$ cat src/rtl/i2c_seq_pkg.sv
// Shared types and constants for the I2C Wishbone command sequencer.
// Contents:
//   seq_state_e  - sequencer FSM states
//   OP_WRITE     - command opcode for a register write
//   OP_READ      - command opcode for a register read
package i2c_seq_pkg;

   typedef enum logic [3:0] {
      StIdle,
      StWCmd,
      StWReg,
      StWVal,
      StRCmd,
      StRReg,
      StRRcmd,
      StRWait,
      StDone
   } seq_state_e;

   localparam logic [7:0] OP_WRITE = 8'h06;
   localparam logic [7:0] OP_READ  = 8'h07;

endpackage

$ cat src/rtl/i2c_wb_sequencer.sv
// Upstream command sequencer for i2c_master. One Wishbone write to WB_ADDR carrying
// {opcode, dev addr, reg, data} becomes a register-write or register-read cmd/data
// stream for i2c_master; the byte returned by a read is held in rd_data.
// Ports:
//   clk, rst              clock, synchronous active-high reset
//   wbs_*                 Wishbone slave (address, data, we, stb, cyc, ack)
//   cmd_*                 i2c_master command channel (valid/ready)
//   data_out*             write-byte stream to i2c_master (valid/ready/last)
//   data_in*              read-byte stream from i2c_master (valid/ready/last)
//   missed_ack            NACK pulse from i2c_master
//   rd_data, rd_valid     last read-back byte and its valid level
//   error, busy           status of the last / current command
module i2c_wb_sequencer
   import i2c_seq_pkg::*;
#(
   parameter int unsigned                WB_DATA_WIDTH = 32,
   parameter int unsigned                WB_ADDR_WIDTH = 6,
   parameter logic [WB_ADDR_WIDTH-1:0]   WB_ADDR       = 6'h3d,
   parameter logic [19:0]                TIMEOUT       = 20'hFFFFF
) (
   input  logic                     clk,
   input  logic                     rst,
   input  logic [WB_ADDR_WIDTH-1:0] wbs_adr_i,
   input  logic [WB_DATA_WIDTH-1:0] wbs_dat_i,
   input  logic                     wbs_we_i,
   input  logic                     wbs_stb_i,
   input  logic                     wbs_cyc_i,
   output logic                     wbs_ack_o,
   output logic [6:0]               cmd_address,
   output logic                     cmd_start,
   output logic                     cmd_read,
   output logic                     cmd_write,
   output logic                     cmd_write_multiple,
   output logic                     cmd_stop,
   output logic                     cmd_valid,
   input  logic                     cmd_ready,
   output logic [7:0]               data_out,
   output logic                     data_out_valid,
   output logic                     data_out_last,
   input  logic                     data_out_ready,
   input  logic [7:0]               data_in,
   input  logic                     data_in_valid,
   input  logic                     data_in_last,
   output logic                     data_in_ready,
   input  logic                     missed_ack,
   output logic [7:0]               rd_data,
   output logic                     rd_valid,
   output logic                     error,
   output logic                     busy
);

   seq_state_e  state_q, state_d, state_hs;
   logic [22:0] word_q;
   logic        ack_q;
   logic [7:0]  rd_data_q;
   logic        rd_valid_q;
   logic        error_q;
   logic [19:0] tmo_q, tmo_d;
   logic [7:0]  op;
   logic        accept;
   logic        timeout_hit;
   logic        tmo_abort;
   logic        unused_bits;

   assign op = wbs_dat_i[31:24];

   assign accept = (state_q == StIdle) && wbs_we_i && wbs_stb_i && wbs_cyc_i &&
                   (wbs_adr_i == WB_ADDR) && ((op == OP_WRITE) || (op == OP_READ));

   // Fires on the TIMEOUT-th consecutive cycle spent in the same non-idle state.
   assign timeout_hit = (state_q != StIdle) &&
                        (({1'b0, tmo_q} + 21'd1) >= {1'b0, TIMEOUT});

   // Only abort when no handshake moved the FSM this cycle.
   assign tmo_abort = timeout_hit && (state_hs == state_q);

   assign unused_bits = ^{wbs_dat_i[23], data_in_last};

   // State register
   always_ff @(posedge clk) begin
      if (rst) begin
         state_q <= StIdle;
      end else begin
         state_q <= state_d;
      end
   end

   // Next-state logic
   always_comb begin
      state_hs = state_q;
      unique case (state_q)
         StIdle:  if (accept) state_hs = (op == OP_WRITE) ? StWCmd : StRCmd;
         StWCmd:  if (cmd_ready) state_hs = StWReg;
         StWReg:  if (data_out_ready) state_hs = StWVal;
         StWVal:  if (data_out_ready) state_hs = StDone;
         StRCmd:  if (cmd_ready) state_hs = StRReg;
         StRReg:  if (data_out_ready) state_hs = StRRcmd;
         StRRcmd: if (cmd_ready) state_hs = StRWait;
         StRWait: if (data_in_valid) state_hs = StDone;
         StDone:  state_hs = StIdle;
         default: state_hs = StIdle;
      endcase
      state_d = tmo_abort ? StIdle : state_hs;
   end

   // Output logic
   always_comb begin
      cmd_address        = 7'h00;
      cmd_start          = 1'b0;
      cmd_read           = 1'b0;
      cmd_write          = 1'b0;
      cmd_write_multiple = 1'b0;
      cmd_stop           = 1'b0;
      cmd_valid          = 1'b0;
      data_out           = 8'h00;
      data_out_valid     = 1'b0;
      data_out_last      = 1'b0;
      data_in_ready      = 1'b0;
      case (state_q)
         StWCmd: begin
            cmd_address        = word_q[22:16];
            cmd_start          = 1'b1;
            cmd_write_multiple = 1'b1;
            cmd_stop           = 1'b1;
            cmd_valid          = 1'b1;
         end
         StWReg: begin
            data_out       = word_q[15:8];
            data_out_valid = 1'b1;
         end
         StWVal: begin
            data_out       = word_q[7:0];
            data_out_valid = 1'b1;
            data_out_last  = 1'b1;
         end
         StRCmd: begin
            cmd_address = word_q[22:16];
            cmd_start   = 1'b1;
            cmd_write   = 1'b1;
            cmd_valid   = 1'b1;
         end
         StRReg: begin
            data_out       = word_q[15:8];
            data_out_valid = 1'b1;
            data_out_last  = 1'b1;
         end
         StRRcmd: begin
            cmd_address = word_q[22:16];
            cmd_start   = 1'b1;
            cmd_read    = 1'b1;
            cmd_stop    = 1'b1;
            cmd_valid   = 1'b1;
         end
         StRWait: data_in_ready = 1'b1;
         default: ;
      endcase
      // Reset withdraws any offer in the same cycle; no STOP is sent.
      if (rst) begin
         cmd_valid      = 1'b0;
         data_out_valid = 1'b0;
         data_in_ready  = 1'b0;
      end
      busy = (state_q != StIdle);
   end

   // Timeout counter: cleared on every state change, saturates at TIMEOUT.
   always_comb begin
      if (state_d != state_q) begin
         tmo_d = 20'd0;
      end else if (tmo_q != TIMEOUT) begin
         tmo_d = tmo_q + 20'd1;
      end else begin
         tmo_d = tmo_q;
      end
   end

   // Command latch, ack, read-back and status registers
   always_ff @(posedge clk) begin
      if (rst) begin
         word_q     <= 23'd0;
         ack_q      <= 1'b0;
         rd_data_q  <= 8'h00;
         rd_valid_q <= 1'b0;
         error_q    <= 1'b0;
         tmo_q      <= 20'd0;
      end else begin
         tmo_q <= tmo_d;
         ack_q <= accept;
         if (accept) begin
            word_q <= wbs_dat_i[22:0];
         end
         if (accept) begin
            rd_valid_q <= 1'b0;
         end else if ((state_q == StRWait) && data_in_valid) begin
            rd_valid_q <= 1'b1;
            rd_data_q  <= data_in;
         end
         if (accept) begin
            error_q <= 1'b0;
         end else if ((missed_ack && (state_q != StIdle)) || tmo_abort) begin
            error_q <= 1'b1;
         end
      end
   end

   assign wbs_ack_o = ack_q;
   assign rd_data   = rd_data_q;
   assign rd_valid  = rd_valid_q;
   assign error     = error_q;

endmodule

$ cat config.mk
export PLATFORM = sky130hd
export DESIGN_NAME = i2c_wb_sequencer
export DESIGN_NICKNAME = d
export VERILOG_FILES = /design/src/rtl/i2c_seq_pkg.sv /design/src/rtl/i2c_wb_sequencer.sv
export SDC_FILE = /design/constraint.sdc
export NUM_CORES = 1
export LEC_CHECK = 0
export BUFFER_PORTS_ARGS = -buffer_cell sky130_fd_sc_hd__clkbuf_2
export CAP_MARGIN = 5
export CORE_ASPECT_RATIO = 1.75
export CORE_MARGIN = 2
export CORE_UTILIZATION = 45
export CTS_CLUSTER_SIZE = 8
export DETAILED_ROUTE_END_ITERATION = 8
export GPL_ROUTABILITY_DRIVEN = 0
export PLACE_DENSITY = 0.71
export SYNTH_ARGS = -nofsm -noshare
export SYNTH_HDL_FRONTEND = slang
export SYNTH_SLANG_ARGS = --single-unit
$ cat constraint.sdc
create_clock -name clk -period 2.3 [get_ports clk]
set_input_delay 0.46 -clock clk [delete_from_list [all_inputs] [get_ports clk]]
set_output_delay 0.46 -clock clk [all_outputs]
set_load 0.01 [all_outputs]
==> impl_metrics.env, run 1 <==
export IMPL_yosysTopAreaCellShare_pct=36.1
export IMPL_ant_nets=0
export IMPL_rrSetupSlack_ns=0.10
export IMPL_min_period_ns=2.22
export IMPL_fmax_mhz=451
export IMPL_syn_inst=374
export IMPL_slowest_delay_ns=0.31
export IMPL_clockRootBuffer="clkbuf_16"
export IMPL_numPortBuffers=89
export IMPL_finalCritPeriodShare_pct=96.3
export IMPL_synth_ff_type="dfxtp_1"
export IMPL_worst_slew_pin_slew_ns=0.540
export IMPL_dp_hpwl_um=6270
export IMPL_synth_edf_count=0
export IMPL_ys_ff_latch=58
export IMPL_synth_yosys_warnings=0
export IMPL_synth_top_cells_by_count="58 x dfxtp_1, 58 x nor2_1, 35 x mux2i_1"
export IMPL_final_nets=547
export IMPL_p_leak_nw=1.86
export IMPL_htreeDepth=3
export IMPL_dr_pass1_iters=4
export IMPL_crit_path_start_kind="register"
export IMPL_p_per_area_mw_per_mm2=593
export IMPL_core_area_mm2=0.00691
export IMPL_report_final_setup_viol=0
export IMPL_wl_per_cell_um=15.2
export IMPL_synthesis_area_mm2=0.00322
export IMPL_clkTransAtPathRegs_ns=0.05
export IMPL_dp_slack_ns=-0.154
export IMPL_die_w_um=67.9
export IMPL_syn_num_nets=432
export IMPL_finalHoldWorstSlack_ns=0.362
export IMPL_final_setup_tns_ns=0
export IMPL_maxCapViolCount=0
export IMPL_dieHeight_um=116
export IMPL_hold_viol=0
export IMPL_grt_max_degree=27
export IMPL_wl_um=8780
export IMPL_cts_tree="yes"
export IMPL_grt_pass1_vias=3159
export IMPL_vias_per_cell=5.47
export IMPL_synth_area_leader_cell="dfxtp_1"
export IMPL_fp_dieArea_mm2=0.00787
export IMPL_post_route_util_pct=65.5
export IMPL_clock_skew_final_ns=0.00341
export IMPL_cts_max_path_buffers=2
export IMPL_grt_pass1_wl_um=13800
export IMPL_vias=3162
export IMPL_dr_first_iter_drc_count=197
export IMPL_ys_seq_area_share_pct=36.1
export IMPL_crit_slowest_cell="dfxtp_1"
export IMPL_synth_cell_types=52
export IMPL_gr_total_overflow=0
export IMPL_ios=92
export IMPL_path_max_fanout=17
export IMPL_postCtsHoldBufs=0
export IMPL_ir_drop_mv=0.581
export IMPL_antenna_cells=0
export IMPL_cts_buffers=9
export IMPL_start_util_pct=46.6
export IMPL_fin_ws_ns=0.0844
export IMPL_cts_sinks=58
export IMPL_drive_above_1_share_pct=40.7
export IMPL_cp_arrival_ns=1.76
export IMPL_status="finished, final reports clean"
export IMPL_maxSlewViolCount=0
export IMPL_drc=0
export IMPL_antenna_found_initial=0
export IMPL_row_count=40
export IMPL_synthTopCellsByArea="dfxtp_1 36%, mux2i_1 11%, nor2_1 6.8%, a211oi_2 4.7%, nand2_1 3.1%"
export IMPL_relSlewSlack_pct=63.9
export IMPL_path_cells="buf_4, nand2b_4, mux2_2, nor2_4, and2_1, clkbuf_2"
export IMPL_crit_path_end_kind="primary output"
export IMPL_track_usage_pct=23.1
export IMPL_syn_area_per_cell_um2=8.61
export IMPL_crit_type="register to primary output"
export IMPL_hold_class="primary input to register"
export IMPL_clk_latency_ns=0.33
export IMPL_crit_required_ns=1.84
export IMPL_syn_to_final_growth_pct=40.5
export IMPL_synth_async_reset_ratio_pct=0
==> state kept, by name, indices dropped and copies added, names as in the netlist <==
signal / cells
error: 1
rd_data: 8
rd_valid: 1
wbs_ack_o: 1
state_q: 4
tmo_q: 20
word_q: 23
==> routing by layer <==
layer / GRT usage (%) / share of wire, % / vias up
met5: 0 / 0 / -
met3: 6.41 / 5.3 / 28
met4: 12.5 / 4.1 / 0
met2: 41.0 / 55 / 94
li1: - / - / 1572
met1: 23.5 / 36 / 1468
==> path summary, 6_finish.rpt <==
kind	end	cells past startpoint	start
worst max-delay path	cmd_address[1]	6	state_q[1]$_SDFF_PP0_
worst min-delay path	rd_data[7]$_SDFFE_PP0P_	3	data_in[7]
worst max register to register	tmo_q[13]$_SDFFE_PP0P_	8	state_q[1]$_SDFF_PP0_
worst min register to register	word_q[19]$_SDFFE_PP0P_	2	word_q[19]$_SDFFE_PP0P_
==> critical path, delay by kind of cell (launching register included) <==
family        cells  cell delay [ns]
buf+inv           2             0.32
flops             1             0.31
mux               1             0.29
simple gates      3             0.50
==> kinds of logic (layout without fill, tap and decap cells) <==
group | Yosys count | after routing | synth area share (%)
AND/OR/NAND/NOR | 163 | 163 | 26.2
AO/OA/AOI/OAI | 64 | 64 | 15.9
flip-flops | 58 | 58 | 36.1
multiplexers | 36 | 36 | 11.2
buffers and inverters | 35 | 155 | 5.40
XOR/XNOR | 16 | 16 | 4.35
adder cells (fa/ha/maj) | 2 | 2 | 0.777
==> through the flow <==
stage	std cells	cell area, um2	power [mW]
6_report	578	4520	2.68
2_1_floorplan	374	3240	1.10
3_5_place_dp	553	3940	1.17
3_3_place_gp	553	3940	1.16
4_1_cts	569	4290	2.70
5_1_grt	578	4520	2.76
==> placed cells by master (no fill, tap or decap), types with 7 or more instances in the layout <==
master and instances:
nand3_1 7, buf_4 34, nand2_1 27, a21oi_1 10, dfxtp_2 7, nor3_2 11
clkbuf_2 89, mux2i_1 34, xnor2_1 9, inv_1 9, nor3_1 12, dfxtp_1 49
nor2_1 54, a22o_1 9, nand4_1 9, and2_1 7, a211oi_2 12, clkbuf_16 11
==> repair_timing <==
action                                  in CTS  in global routing
resized for setup                            1                 35
pin swaps                                    0                 18
endpoints found under the setup margin       7                 37
buffers inserted                             0                  6
gates cloned                                 0                  3
endpoints found under the hold margin        0                  0
==> layout make-up <==
type / count / area (um2)
fillers: 566 / 2380
inverters: 9 / 33.8
clock inverters: 7 / 118
flip-flops and latches: 58 / 1180
clock buffers: 9 / 225
multi-input cells: 281 / 2030
well taps: 84 / 105
repair buffers: 130 / 833
==> report_power, final <==
part	internal [mW]	leakage (nW)	total, mW	switching (mW)
sequential	1.01	0.472	1.02	0.00578
combinational	0.0638	1.22	0.136	0.0720
clock	1.06	0.169	1.53	0.475
total	2.13	1.86	2.68	0.552
No activity file was read; power rests on OpenSTA's default activity.
==> run 2: changes to the inputs <==
==> constraint.sdc (replaced) <==
create_clock -name clk -period 2.3 [get_ports clk]
set_input_delay 0.345 -clock clk [delete_from_list [all_inputs] [get_ports clk]]
set_output_delay 0.345 -clock clk [all_outputs]
set_load 0.01 [all_outputs]
==> impl_metrics.env, run 2 (synthesis results as in run 1) <==
export IMPL_min_from="data_in[2]"
export IMPL_fin_cells=567
export IMPL_grt_util_met2_pct=41.8
export IMPL_pwr_share_clk_pct=57.8
export IMPL_relSlewSlack_pct=65.2
export IMPL_cts_sinks=58
export IMPL_gr_total_overflow=0
export IMPL_fin_ws_ns=0.0973
export IMPL_cp_arrival_ns=2.42
export IMPL_p_leak_nw=1.77
export IMPL_cts_max_path_buffers=2
export IMPL_vias=3104
export IMPL_clk_latency_ns=0.33
export IMPL_die_w_um=67.9
export IMPL_ios=92
export IMPL_dp_slack_ns=-0.0763
export IMPL_fmax_mhz=454
export IMPL_postCtsHoldBufs=0
export IMPL_r2r_start="tmo_q[1]$_SDFFE_PP0P_"
export IMPL_final_setup_tns_ns=0
export IMPL_wl_per_cell_um=14.9
export IMPL_final_nets=536
export IMPL_crit_type="register to register"
export IMPL_post_route_util_pct=62.6
export IMPL_crit_required_ns=2.52
export IMPL_p_per_area_mw_per_mm2=629
export IMPL_grtUsageMet3_pct=7.57
export IMPL_mostFrequentLayoutCells="89 x clkbuf_2, 57 x dfxtp_1, 55 x nor2_1"
export IMPL_grt_pass1_wl_um=13700
export IMPL_dr_pass1_iters=4
export IMPL_hold_class="primary input to register"
export IMPL_ir_drop_mv=0.678
export IMPL_antenna_cells=0
export IMPL_crit_path_start_kind="register"
export IMPL_rsz0062_at_grt="false"
export IMPL_combPwrFrac_pct=4.9
export IMPL_largest_register="word_q"
export IMPL_grtUsageMet1_pct=22.4
export IMPL_clkTransAtPathRegs_ns=0.05
export IMPL_clockRootBuffer="clkbuf_16"
export IMPL_dieHeight_um=116
export IMPL_syn_to_final_growth_pct=34.2
export IMPL_slowest_delay_ns=0.33
export IMPL_ant_nets=0
export IMPL_min_period_ns=2.20
export IMPL_drive_above_1_share_pct=36.2
export IMPL_p_int_mw=2.19
export IMPL_crit_slowest_cell="dfxtp_1"
export IMPL_hold_viol=0
export IMPL_grt_pass1_vias=3105
export IMPL_row_count=40
export IMPL_placedCellCount=550
export IMPL_fp_dieArea_mm2=0.00787
export IMPL_cts_tree="yes"
export IMPL_status="finished, final reports clean"
export IMPL_dr_first_iter_drc_count=144
export IMPL_final_fill_count=626
export IMPL_drc=0
export IMPL_numPortBuffers=89
export IMPL_maxCapViolCount=0
export IMPL_vias_per_cell=5.47
export IMPL_worst_slew_pin_slew_ns=0.519
export IMPL_htreeDepth=3
export IMPL_p_sw_share_pct=19.5
export IMPL_path_cells="ha_1, nand3_2, buf_4, nor3_4, nand3_1, nor3_1, a21oi_2, o21ai_2, buf_12, nor3_2"
export IMPL_p_seq_share_pct=37.4
export IMPL_clock_skew_final_ns=0.00620
export IMPL_path_max_fanout=20
export IMPL_core_area_mm2=0.00691
export IMPL_cts_buffers=9
export IMPL_start_util_pct=46.6
export IMPL_power_switching_mw=0.531
export IMPL_track_usage_pct=22.9
export IMPL_maxSlewViolCount=0
export IMPL_finalCritPeriodShare_pct=95.8
export IMPL_largest_register_ffs=23
export IMPL_grt_max_degree=28
export IMPL_startpoint="tmo_q[1]$_SDFFE_PP0P_"
export IMPL_dp_hpwl_um=6160
export IMPL_crit_path_end_kind="register"
export IMPL_layout_commonest_cell="clkbuf_2"
export IMPL_wl_um=8450
export IMPL_grt_most_used_layer="met2"
export IMPL_report_final_setup_viol=0
export IMPL_antenna_found_initial=0
-- run 2: stage by stage --
step / power, mW / hold slack [ns] / cell area, um2
finish: 2.72 / 0.244 / 4320
global route: 2.80 / 0.255 / 4320
CTS: 2.74 / 0.235 / 4280
detailed placement: 1.17 / 0.476 / 3920
global placement: 1.16 / 0.466 / 3920
floorplan: 1.10 / 0.452 / 3240
-- run 2: per-layer routing --
| layer | routed length (um) | up-vias | share of wire [%] |
|---|---|---|---|
| li1 | - | 1550 | - |
| met1 | 3160 | 1453 | 37 |
| met2 | 4670 | 87 | 55 |
| met3 | 430 | 14 | 5.1 |
| met4 | 183 | 0 | 2.2 |
| met5 | 0 | - | 0 |
-- run 2: power by group through the flow --
stage,logic [mW],registers (mW),clock network (mW)
floorplan,0.0596,1.04,0
global placement,0.128,1.04,0
detailed placement,0.131,1.04,0
CTS,0.132,1.01,1.60
global route,0.147,1.01,1.64
finish,0.132,1.01,1.57
-- run 2: path summary, 6_finish.rpt --
path,end,slack [ns],cells after the start
max,tmo_q[1]$_SDFFE_PP0P_,0.1,10
min reg2reg,word_q[16]$_SDFFE_PP0P_,0.49,2
min,rd_data[2]$_SDFFE_PP0P_,0.24,3
max reg2reg,tmo_q[1]$_SDFFE_PP0P_,0.1,10
-- run 2: critical path: cells and delay by family, from the launching register on --
family / cells / cell delay (ns)
buf+inv: 2 / 0.40
compound gates: 2 / 0.20
simple gates: 5 / 0.98
fa+ha+maj: 1 / 0.18
flops: 1 / 0.33
-- run 2: what timing repair did --
item / in CTS / in global routing
buffers inserted: 0 / 1
pin swaps: 0 / 2
endpoints found under the setup margin: 4 / 24
gates resized for setup: 1 / 9
-- run 2: area by class of cell --
type | instances | area, um2 | share of cell area, %
clock buffers | 11 | 253 | 5.85
clock inverters | 5 | 100 | 2.32
inverters | 9 | 33.8 | 0.782
multi-input cells | 281 | 1960 | 45.3
flip-flops and latches | 58 | 1160 | 26.9
well taps | 84 | 105 | 2.43
repair buffers | 119 | 708 | 16.4
==> run 3: changes to the inputs <==
--- a/config.mk
+++ b/config.mk
@@ -14,6 +14,7 @@
 export DETAILED_ROUTE_END_ITERATION = 8
 export GPL_ROUTABILITY_DRIVEN = 0
 export PLACE_DENSITY = 0.71
+export RECOVER_POWER = 100
 export SYNTH_ARGS = -nofsm -noshare
 export SYNTH_HDL_FRONTEND = slang
 export SYNTH_SLANG_ARGS = --single-unit
==> impl_metrics.env, run 3 (synthesis results as in run 1) <==
export IMPL_wl_um=8430
export IMPL_largest_register_ffs=23
export IMPL_cts_sinks=58
export IMPL_dp_slack_ns=-0.0763
export IMPL_crit_required_ns=2.50
export IMPL_path_delay_family="simple AND/OR/NAND/NOR gates"
export IMPL_hold_class="primary input to register"
export IMPL_drive_above_1_share_pct=34.0
export IMPL_slowest_delay_ns=0.33
export IMPL_largest_register="word_q"
export IMPL_rsz0062_at_grt="false"
export IMPL_r2r_start="tmo_q[1]$_SDFFE_PP0P_"
export IMPL_min_period_ns=2.20
export IMPL_finalCritPeriodShare_pct=95.6
export IMPL_track_usage_pct=22.9
export IMPL_hold_path_end="rd_data[2]$_SDFFE_PP0P_"
export IMPL_wl_per_cell_um=14.9
export IMPL_grt_pass1_wl_um=13700
export IMPL_fp_dieArea_mm2=0.00787
export IMPL_ir_drop_mv=0.678
export IMPL_crit_slowest_cell="dfxtp_1"
export IMPL_cts_max_path_buffers=2
export IMPL_postCtsHoldBufs=0
export IMPL_dr_first_iter_drc_count=149
export IMPL_whs_path_depth=3
export IMPL_core_area_mm2=0.00691
export IMPL_cp_arrival_ns=2.40
export IMPL_clockRootBuffer="clkbuf_16"
export IMPL_die_w_um=67.9
export IMPL_numPortBuffers=89
export IMPL_syn_to_final_growth_pct=33.8
export IMPL_clk_latency_ns=0.33
export IMPL_crit_path_start_kind="register"
export IMPL_crit_buf_inv=2
export IMPL_p_seq_share_pct=37.4
export IMPL_start_util_pct=46.6
export IMPL_rr_endpoint="tmo_q[15]$_SDFFE_PP0P_"
export IMPL_dp_hpwl_um=6160
export IMPL_combPwrFrac_pct=4.9
export IMPL_p_int_mw=2.19
export IMPL_pwr_share_clk_pct=57.7
export IMPL_reg2reg_depth=10
export IMPL_maxCapViolCount=0
export IMPL_ant_nets=0
export IMPL_grt_max_degree=28
export IMPL_report_final_setup_viol=0
export IMPL_final_nets=536
export IMPL_drc=0
export IMPL_antenna_found_initial=0
export IMPL_crit_type="register to register"
export IMPL_gr_total_overflow=0
export IMPL_maxSlewViolCount=0
export IMPL_layout_commonest_cell="clkbuf_2"
export IMPL_grt_pass1_vias=3105
export IMPL_row_count=40
export IMPL_post_route_util_pct=62.4
export IMPL_fmax_mhz=455
export IMPL_cts_buffers=9
export IMPL_clock_skew_final_ns=0.00611
export IMPL_p_sw_share_pct=19.5
export IMPL_min_from="data_in[2]"
export IMPL_ios=92
export IMPL_crit_path_end_kind="register"
export IMPL_worst_slew_pin_slew_ns=0.519
export IMPL_clkTransAtPathRegs_ns=0.05
export IMPL_hold_viol=0
export IMPL_rrSetupSlack_ns=0.10
export IMPL_relSlewSlack_pct=65.2
export IMPL_cts_tree="yes"
export IMPL_vias_per_cell=5.46
export IMPL_fin_ws_ns=0.101
export IMPL_vias=3098
export IMPL_dieHeight_um=116
export IMPL_dr_pass1_iters=4
export IMPL_antenna_cells=0
export IMPL_p_per_area_mw_per_mm2=630
export IMPL_status="finished, final reports clean"
export IMPL_p_leak_nw=1.73
export IMPL_path_max_fanout=20
export IMPL_mostFrequentLayoutCells="78 x clkbuf_2, 57 x dfxtp_1, 55 x nor2_1"
export IMPL_power_switching_mw=0.528
export IMPL_htreeDepth=3
export IMPL_path_cells="ha_1, nand3_2, buf_4, nor3_4, nand3_1, nor3_1, a21oi_2, o21ai_2, buf_12, a211oi_2"
run 3: what timing repair did:
action                                  in CTS  in global routing
pin swaps                                    0                  2
cloned                                       0                  0
setup buffers                                0                  1
endpoints found under the setup margin       4                 24
gates resized for setup                      1                  9
run 3: worst reg2reg max path, cell delays in order, from the launching register on:
cell	delay, ns
dfxtp_1	0.33
ha_1	0.18
nand3_2	0.13
buf_4	0.19
nor3_4	0.28
nand3_1	0.21
nor3_1	0.30
a21oi_2	0.11
o21ai_2	0.09
buf_12	0.21
a211oi_2	0.05
run 3: how the worst max path moves through the flow:
stage / start / slack (ns) / depth (start not counted) / to
after detailed placement: wbs_dat_i[29] / -0.08 / 9 / tmo_q[13]$_SDFFE_PP0P_
after floorplan: tmo_q[1]$_SDFFE_PP0P_ / 0.03 / 10 / tmo_q[4]$_SDFFE_PP0P_
after global placement: wbs_dat_i[29] / 0.004 / 9 / tmo_q[10]$_SDFFE_PP0P_
after CTS: state_q[1]$_SDFF_PP0_ / 0.03 / 8 / tmo_q[13]$_SDFFE_PP0P_
after global routing: tmo_q[1]$_SDFFE_PP0P_ / 0.006 / 10 / tmo_q[1]$_SDFFE_PP0P_
final: tmo_q[1]$_SDFFE_PP0P_ / 0.10 / 10 / tmo_q[15]$_SDFFE_PP0P_
run 3: through the flow:
stage | power (mW) | std cells | TNS [ns] | instance area (um2) | hold slack (ns)
6_report | 2.71 | 567 | 0 | 4310 | 0.245
3_3_place_gp | 1.16 | 550 | 0 | 3920 | 0.466
2_1_floorplan | 1.10 | 374 | 0 | 3240 | 0.452
5_1_grt | 2.80 | 567 | 0 | 4310 | 0.255
4_1_cts | 2.74 | 566 | 0 | 4280 | 0.235
3_5_place_dp | 1.17 | 550 | -0.946 | 3920 | 0.476
run 3: per-layer routing:
layer	wire length, um	global-route usage, %	up-vias
met4	205	10.5	0
met1	3140	22.4	1443
met5	0	0	-
met2	4650	41.8	84
met3	431	7.57	16
li1	-	-	1555
run 3: power by group through the flow:
| stage | Clock (mW) | Combinational, mW | Sequential, mW |
|---|---|---|---|
| after detailed placement | 0 | 0.131 | 1.04 |
| final | 1.57 | 0.132 | 1.02 |
| after floorplan | 0 | 0.0596 | 1.04 |
| after global routing | 1.64 | 0.147 | 1.01 |
| after CTS | 1.60 | 0.132 | 1.01 |
| after global placement | 0 | 0.128 | 1.04 |
run 3: layout make-up:
cell class | instances | area (um2)
multi-input combinational | 281 | 1960
inverter | 9 | 33.8
clock buffer | 11 | 253
fill | 634 | 2600
timing repair buffer | 119 | 694
sequential | 58 | 1160
clock inverter | 5 | 100
tap | 84 | 105
